**src/rtl/vga_sync_lock.sv**
```systemverilog
// vga_sync_lock: recovers hsync/vsync timing, locks onto a stable stream and regenerates pixel position and data enable
module vga_sync_lock #(
  parameter int H_START     = 61,
  parameter int H_ACTIVE    = 640,
  parameter int V_START     = 16,
  parameter int V_ACTIVE    = 587,
  parameter int TOL         = 2,
  parameter int LOCK_FRAMES = 4
) (
  input  logic        clk24,
  input  logic        reset_n,
  input  logic        hsync_in,
  input  logic        vsync_in,
  output logic        locked,
  output logic [10:0] hperiod,
  output logic [10:0] hwidth,
  output logic [9:0]  vlines,
  output logic [9:0]  xpos,
  output logic [9:0]  ypos,
  output logic        de
);
  typedef enum logic [1:0] {SEARCH, ACQUIRE, LOCKED} state_t;
  localparam logic [10:0] HS   = 11'(H_START);
  localparam logic [10:0] HE   = 11'(H_START + H_ACTIVE);
  localparam logic [10:0] TOLW = 11'(TOL);
  localparam logic [9:0]  VS   = 10'(V_START);
  localparam logic [9:0]  VE   = 10'(V_START + V_ACTIVE);
  localparam logic [7:0]  LAST = 8'(LOCK_FRAMES - 1);
  state_t state, state_n;
  logic [2:0] hs, vs;
  logic [10:0] hcnt, hnext, hact, refper;
  logic [9:0] lcnt, vact, refframe;
  logic [7:0] good;
  logic cap, fresh, bad, hf, hr, vf, vr, hsat, per_bad, frame_bad, mark, frame_good, win, show;
  function automatic logic [10:0] adiff(input logic [10:0] a, input logic [10:0] b);
    return a > b ? a - b : b - a;
  endfunction
  assign hf         = hs[2] & ~hs[1];
  assign hr         = ~hs[2] & hs[1];
  assign vf         = vs[2] & ~vs[1];
  assign vr         = ~vs[2] & vs[1];
  assign hsat       = &hcnt;
  assign hnext      = hsat ? hcnt : hcnt + 11'd1;
  assign per_bad    = adiff(hnext, refper) > TOLW;
  assign frame_bad  = adiff({1'b0, lcnt}, {1'b0, refframe}) > TOLW;
  assign mark       = hf & ~cap & per_bad;
  assign frame_good = ~fresh & ~bad & ~mark & ~frame_bad;
  assign win        = hact >= HS && hact < HE && vact >= VS && vact < VE;
  assign show       = state_n == LOCKED && win;
  assign locked     = state == LOCKED;
  // two synchronizer flops then one edge-detect flop per sync input
  always_ff @(posedge clk24 or negedge reset_n)
    if (!reset_n) begin
      hs <= '0;
      vs <= '0;
    end else begin
      hs <= {hs[1:0], hsync_in};
      vs <= {vs[1:0], vsync_in};
    end
  // line period, sync width, frame length and window position counters; all saturate
  always_ff @(posedge clk24 or negedge reset_n)
    if (!reset_n) begin
      hcnt    <= '0;
      lcnt    <= '0;
      hact    <= '0;
      vact    <= '0;
      hperiod <= '0;
      hwidth  <= '0;
      vlines  <= '0;
    end else begin
      hcnt    <= hf ? '0 : hnext;
      hperiod <= hf ? hnext : hperiod;
      hwidth  <= hr ? hnext : hwidth;
      lcnt    <= vf ? '0 : (hf && ~&lcnt) ? lcnt + 10'd1 : lcnt;
      vlines  <= vf ? lcnt : vlines;
      hact    <= hr ? 11'd1 : &hact ? hact : hact + 11'd1;
      vact    <= vr ? '0 : (hr && ~&vact) ? vact + 10'd1 : vact;
    end
  // reference period/frame tracking and consecutive good-frame count
  always_ff @(posedge clk24 or negedge reset_n)
    if (!reset_n) begin
      refper   <= '0;
      refframe <= '0;
      good     <= '0;
      cap      <= 1'b0;
      fresh    <= 1'b0;
      bad      <= 1'b0;
    end else if (state == SEARCH) begin
      if (vf) begin
        good  <= '0;
        cap   <= 1'b1;
        fresh <= 1'b1;
        bad   <= 1'b0;
      end
    end else begin
      if (hf && cap) begin
        refper <= hnext;
        cap    <= 1'b0;
      end
      if (mark) bad <= 1'b1;
      if (vf) begin
        refframe <= lcnt;
        fresh    <= 1'b0;
        bad      <= 1'b0;
        if (!fresh) good <= frame_good ? good + 8'd1 : '0;
        if (!fresh && !frame_good) refper <= hperiod;
      end
    end
  // lock state register
  always_ff @(posedge clk24 or negedge reset_n)
    if (!reset_n) state <= SEARCH;
    else state <= state_n;
  // lock state transitions; a saturated line counter always forces a fresh search
  always_comb begin
    state_n = state;
    if (state == SEARCH && vf) state_n = ACQUIRE;
    if (state == ACQUIRE && vf && frame_good && good == LAST) state_n = LOCKED;
    if (state == LOCKED && ((hf && per_bad) || (vf && frame_bad))) state_n = SEARCH;
    if (hsat) state_n = SEARCH;
  end
  // registered data enable and positions, dropping together with locked
  always_ff @(posedge clk24 or negedge reset_n)
    if (!reset_n) begin
      de   <= 1'b0;
      xpos <= '0;
      ypos <= '0;
    end else begin
      de   <= show;
      xpos <= show ? 10'(hact - HS) : '0;
      ypos <= show ? vact - VS : '0;
    end
endmodule
```
**config.mk**
```make
export PLATFORM = sky130hd
export DESIGN_NAME = vga_sync_lock
export DESIGN_NICKNAME = d
export VERILOG_FILES = /design/src/rtl/vga_sync_lock.sv
export SDC_FILE = /design/constraint.sdc
export NUM_CORES = 1
export LEC_CHECK = 0
export CORE_MARGIN = 2
export CORE_UTILIZATION = 45
export CTS_CLUSTER_SIZE = 28
export DETAILED_ROUTE_END_ITERATION = 6
export GPL_ROUTABILITY_DRIVEN = 0
export PLACE_DENSITY_LB_ADDON = 0.25
export SLEW_MARGIN = 20
export SYNTH_ARGS = -nofsm -noshare
export SYNTH_HDL_FRONTEND = slang
export SYNTH_SLANG_ARGS = --single-unit
```
**constraint.sdc**
```tcl
create_clock -name clk24 -period 4.8 [get_ports clk24]
set_input_delay 1.2 -clock clk24 [delete_from_list [all_inputs] [get_ports clk24]]
set_output_delay 1.2 -clock clk24 [all_outputs]
set_load 0.01 [all_outputs]
```
* Yosys cells after proc, flatten, opt, wreduce, memory -nomap -nowiden
Cells that the tools add are included.
Storage, ports and cells: register bits after elaboration 135, input bits 4, output and inout bits 54, word-level logic and storage cells 129
Operators by class: $add $sub $neg 11, $lt $le $gt $ge 8, equality and inequality tests 7, muxes and demuxes 32, bitwise logic cells 19, reduce and logical (&&, ||, !) cells 33
Operator list (number):
- $mux W11 | 9
- $mux W10 | 6
- $mux W8 | 5
- $add A11 B1 Y11 const B | 2
- $gt A11 B2 Y1 const B | 2
- $reduce_and A11 Y1 | 2
- $sub A10 B10 Y11 | 2
- $sub A11 B11 Y11 | 2
- $add A10 B1 Y10 const B | 2
- $reduce_and A10 Y1 | 2
- $logic_and A1 B1 Y1 | 15
- $ge A11 B6 Y1 const B | 1
- $gt A11 B11 Y1 | 1
- $lt A11 B10 Y1 const B | 1
- $ge A10 B5 Y1 const B | 1
- $gt A10 B10 Y1 | 1
- $lt A10 B10 Y1 const B | 1
- $not A1 Y1 | 10
- $sub A10 B5 Y10 const B | 1
- $sub A10 B6 Y10 const B | 1
- $and A1 B1 Y1 | 9
- $add A8 B1 Y8 const B | 1
- $eq A8 B2 Y1 const B | 1
- $mux W1 | 8
- 10 further kinds | 24

* Depth between registers and ports, before layout
depth after elaboration 17, gate-level depth with buffers 21, gate-level depth less buffers 18

* Worst setup path before layout
Ideal clock, no wire load.
path type register -> register, start register hcnt[0], end register xpos[1], library setup time 0.073 ns, data arrival time 4.117 ns, setup slack 0.609 ns, cell stages (with the launch flop) 22, buffers on the path 3, cells stage by stage dfrtp_1 -> ha_1 -> nand3_1 -> nor3_4 -> nor2b_1 -> nand2_1 -> xor2_1 -> inv_1 -> ha_1 -> clkbuf_1 -> buf_2 -> o21ai_0 -> a32oi_1 -> o211ai_1 -> a21oi_1 -> nand4_1 -> nor4bb_1 -> o22ai_4 -> nand2_1 -> o211ai_1 -> buf_4 -> a21oi_2
Between the ends: word-level cells in the longest chain between the ends 17
Ends and longest elaborated chain:
- start: declaration | line 31 | logic [10:0] hcnt, hnext, hact, refper;
- start signal: assignment | line 71 | hcnt <= hf ? '0 : hnext;
- $add A11 B1 Y11 / $reduce_and A11 Y1 (equally long branches) | line 43, 42
- $mux W11 (*) | line 43 | assign hnext = hsat ? hcnt : hcnt + 11'd1;
- via hnext[7] | line 31
- $sub A11 B11 Y11 / $gt A11 B11 Y1 (equally long branches) | line 36 | return a > b ? a - b : b - a;
- $mux W11 (*) | line 36
- $gt A11 B2 Y1 (*) | line 44 | assign per_bad = adiff(hnext, refper) > TOLW;
- $and A1 B1 Y1 | line 46 | assign mark = hf & ~cap & per_bad;
- $not A1 Y1 | line 47 | assign frame_good = ~fresh & ~bad & ~mark & ~frame_bad;
- $and A1 B1 Y1 (2 in series) | line 47
- $logic_and A1 B1 Y1 (2 in series) | line 117 | if (state == ACQUIRE && vf && frame_good && good == LAST) state_n = LOCKED;
- $mux W2 | line 117
- $mux W2 (*) | line 118 | if (state == LOCKED && ((hf && per_bad) || (vf && frame_bad))) state_n = SEARCH;
- $mux W2 (*) | line 119 | if (hsat) state_n = SEARCH;
- $eq A2 B2 Y1 (*) | line 49 | assign show = state_n == LOCKED && win;
- $logic_and A1 B1 Y1 (*) | line 49
- $mux W10 (*) | line 129 | xpos <= show ? 10'(hact - HS) : '0;
- end signal: assignment | line 129
- end: declaration | line 18 | output logic [9:0] xpos,
Mark *: on every way through the listed nets, which the timed path passes. The rest lies on a longest branch. A chain may end at the register's enable or synchronous reset.

* Worst setup path in the final report
start register hcnt[0], end register ypos[2]
Between the ends: word-level cells in the longest chain between the ends 17
Ends and longest elaborated chain:
- $add A11 B1 Y11 / $reduce_and A11 Y1 (equally long branches) | line 43, 42
- $mux W11 (*) | line 43
- via hnext[3] | line 31
- $sub A11 B11 Y11 / $gt A11 B11 Y1 (equally long branches) | line 36
- $mux W11 (*) | line 36
- $gt A11 B2 Y1 (*) | line 44
- $and A1 B1 Y1 | line 46
- $not A1 Y1 | line 47
- $and A1 B1 Y1 (2 in series) | line 47
- $logic_and A1 B1 Y1 (2 in series) | line 117
- $mux W2 | line 117
- $mux W2 (*) | line 118
- $mux W2 (*) | line 119
- $eq A2 B2 Y1 (*) | line 49
- $logic_and A1 B1 Y1 (*) | line 49
- $mux W10 (*) | line 130 | ypos <= show ? vact - VS : '0;
- end signal: assignment | line 130
- end: declaration | line 19 | output logic [9:0] ypos,
Marks and branches as above.

==> impl_metrics.env <==
export IMPL_avgViaCountPerCell=5.564
export IMPL_met1_length_um=10530
export IMPL_min_period_ns=4.391
export IMPL_rows=51
export IMPL_stdcell_count=1318
export IMPL_grt_pass1_wl_um=36450
export IMPL_worstPathRequired_ns=5.15
export IMPL_cts_tree="yes"
export IMPL_min_delay_start="hs[0]$_DFF_PN0_"
export IMPL_cp_data_arrival_time_ns=4.74
export IMPL_port_buffers=57
export IMPL_ys_warn_count=0
export IMPL_fp_dieArea_sq_um=20750
export IMPL_cts_buffers=17
export IMPL_worstSkewPairLatency_ns=0.42
export IMPL_outcome="finished clean"
export IMPL_rsz0062_at_grt="false"
export IMPL_syn_inst=990
export IMPL_fill_cells=1838
export IMPL_grt_pass1_vias=6990
export IMPL_clockRootBuffer="clkbuf_16"
export IMPL_die_w_um=144.0
export IMPL_r2r_start="hcnt[0]$_DFF_PN0_"
export IMPL_cts_hold_buf=0
export IMPL_path_max_fanout=21
export IMPL_p_leak_nw=4.433
export IMPL_whs_endpoint="hs[1]$_DFF_PN0_"
export IMPL_clk_pin_slew_ns=0.06
export IMPL_vias=7333
export IMPL_routed_top_layer="met4"
export IMPL_routed_wl_um=22210
export IMPL_core_sq_um=19330
export IMPL_reg2reg_to="ypos[2]$_DFF_PN0_"
export IMPL_antenna_left=0
export IMPL_placedCellCount=1286
export IMPL_timing_slew_headroom=0.4470
export IMPL_final_common_cell="dfrtp_1"
export IMPL_synth_seq_cells=135
export IMPL_syn_avg_cell_area_sq_um=8.915
export IMPL_die_h_um=144.0
export IMPL_seqCellArea_sq_um=3379
export IMPL_dr_wl_met3_um=1246
export IMPL_min_path_type="reg2reg"
export IMPL_clock_skew_ns=0.009682
export IMPL_endpoint_kind="flip-flop"
export IMPL_powerDensity_nw_per_um2=424.7
export IMPL_wl_per_cell_um=16.85
export IMPL_syn_num_nets=1049
export IMPL_antenna_found_initial=0
export IMPL_finalCritPeriodShare=0.9148
export IMPL_setup_violations_final=0
export IMPL_drtIter0Drc=601
export IMPL_drcViolationCount=0
export IMPL_overflow=0
export IMPL_hold_ws_ns=0.3594
export IMPL_drive_above_1_share=0.1282
export IMPL_hold_viol_final=0
export IMPL_multi_input_area_sq_um=4942
export IMPL_start_util=0.4565
export IMPL_track_usage=0.2240
export IMPL_ys_flop_type="dfrtp_1"
export IMPL_hpwl_um=16490
export IMPL_synth_seq_area_share=0.3828
export IMPL_syn_area_sq_um=8826
export IMPL_nets=1100
export IMPL_layout_common_cells="dfrtp_1 (134), nand2_1 (116), nor2_1 (83)"
export IMPL_drt_pass1_iter_count=5
export IMPL_start_kind="flip-flop"
export IMPL_synth_edff_count=0
export IMPL_reg2regPathDepth=18
export IMPL_tns_ns=0
export IMPL_pin_count=58
export IMPL_cts_sinks=135
export IMPL_wl_met2_um=10180
export IMPL_maxCapViolCount=0
export IMPL_r2r_slack_ns=0.41
export IMPL_drv_slew=0
export IMPL_synth_cell_type_count=88
export IMPL_diodes=0
export IMPL_hold_path_depth=0
export IMPL_htree_levels=4
export IMPL_peakVddDrop_mv=0.2348
export IMPL_critical_path_class="reg2reg"
export IMPL_fmax_mhz=227.7
export IMPL_worst_pin_slew_ns=0.8295
export IMPL_async_reset_ff_frac=1.000
export IMPL_grt_max_degree=79
export IMPL_syn_to_final_growth_pct=16.53
export IMPL_cts_buffer_depth=2
==> registers in the layout, indices dropped and copies added (netlist names) <==
name / count
fresh: 1
refper: 11
hact: 11
cap: 1
refframe: 10
hwidth: 11
vs: 3
hcnt: 11
vact: 10
hperiod: 11
xpos: 10
ypos: 10
hs: 3
vlines: 10
bad: 1
de: 1
good: 8
state: 2
lcnt: 10
==> routing by layer <==
layer | track usage | up-vias
met5 | 0 | -
met4 | 0.06450 | 0
met3 | 0.03576 | 22
met2 | 0.3496 | 233
met1 | 0.3227 | 3516
li1 | - | 3562
==> worst max-delay path, cell delays in order, from the launching register on <==
cell and delay [ns]:
dfrtp_2 0.43, ha_2 0.25, nand3_2 0.15, nor3_4 0.21
nor2b_1 0.12, xnor2_1 0.20, inv_1 0.10, ha_2 0.42
nand3_1 0.14, and3_1 0.18, or4_1 0.52, nor4b_2 0.29
o211ai_1 0.15, nor4_2 0.36, o22ai_4 0.14, nand2_1 0.11
o211ai_1 0.09, buf_4 0.27, a21oi_2 0.19
==> cell type report <==
| type | count | area share |
|---|---|---|
| Multi-Input combinational cell | 734 | 0.4805 |
| Sequential cell | 135 | 0.3286 |
| Timing Repair Buffer | 85 | 0.07603 |
| Clock buffer | 19 | 0.04307 |
| Tap cell | 265 | 0.03224 |
| Inverter | 68 | 0.02482 |
| Clock inverter | 12 | 0.01472 |
==> cells in the mapped netlist (4+ instances only) <==
cell | count | area, sq um
nor2b_1 | 11 | 68.82
o22ai_1 | 5 | 31.28
nor4_1 | 17 | 106.4
clkbuf_1 | 29 | 108.9
and2_1 | 4 | 25.02
clkbuf_8 | 4 | 55.05
a211oi_1 | 10 | 75.07
buf_2 | 7 | 35.03
nand4_1 | 16 | 100.1
o211ai_1 | 7 | 52.55
or3_1 | 7 | 43.79
nand2_1 | 117 | 439.2
inv_1 | 68 | 255.2
o221ai_1 | 4 | 35.03
dfrtp_1 | 135 | 3378
xnor2_1 | 30 | 262.8
a21o_1 | 10 | 75.07
buf_6 | 7 | 78.83
nand3_1 | 37 | 185.2
nor3_1 | 8 | 40.04
ha_1 | 51 | 638.1
nor2_1 | 85 | 319.1
and3_1 | 10 | 62.56
mux2i_1 | 14 | 140.1
buf_4 | 4 | 30.03
o21ai_0 | 77 | 385.4
a31oi_1 | 14 | 87.58
a21oi_1 | 44 | 220.2
o211a_1 | 4 | 40.04
or3_2 | 9 | 67.56
a221oi_1 | 4 | 35.03
fa_1 | 4 | 80.08
nand2b_1 | 15 | 93.84
xor2_1 | 24 | 210.2
a21oi_2 | 20 | 175.2
==> report_power, final <==
part           switching [W]  leakage (nW)  internal, W
clock network       0.000493         0.289     0.000825
logic               0.000973          2.33     0.000710
registers           0.000128          1.82      0.00124
==> cell families after synthesis <==
| group | synth area share |
|---|---|
| compound gates | 0.1901 |
| flops | 0.3828 |
| mux | 0.01843 |
| simple gates | 0.2090 |
| fa+ha+maj | 0.08137 |
| xor+xnor | 0.05359 |
| buf+inv | 0.06478 |
==> worst max-delay path by stage <==
stage                      start  cells past startpoint  slack (ns)                    end
3_3_place_gp   hcnt[0]$_DFF_PN0_                     20        0.30  refper[0]$_DFFE_PN0N_
2_1_floorplan  hcnt[0]$_DFF_PN0_                     21        0.61      xpos[1]$_DFF_PN0_
6_report       hcnt[0]$_DFF_PN0_                     18        0.41      ypos[2]$_DFF_PN0_
3_5_place_dp   hcnt[0]$_DFF_PN0_                     17        0.13  refper[9]$_DFFE_PN0N_
4_1_cts        hcnt[0]$_DFF_PN0_                     17         0.1  refper[9]$_DFFE_PN0N_
5_1_grt        hcnt[0]$_DFF_PN0_                     18        0.09           de$_DFF_PN0_
==> per-stage QoR <==
step | power (W) | utilization | worst slack (ns) | area [sq um]
after floorplan | 0.002546 | - | 0.6093 | 8826
after global placement | 0.003001 | 0.4976 | 0.3023 | 9622
after detailed placement | 0.003011 | 0.4978 | 0.1293 | 9624
after CTS | 0.004345 | 0.5285 | 0.09744 | 10220
after global routing | 0.004640 | 0.5319 | 0.09339 | 10280
final | 0.004368 | 0.5319 | 0.4089 | 10280
==> timing repair <==
item	in CTS	in global routing
buffers inserted	0	1
gates resized for setup	0	16
endpoints found under the hold margin	0	0
setup endpoints to repair	0	42
(Power assumes the default switching activity.)
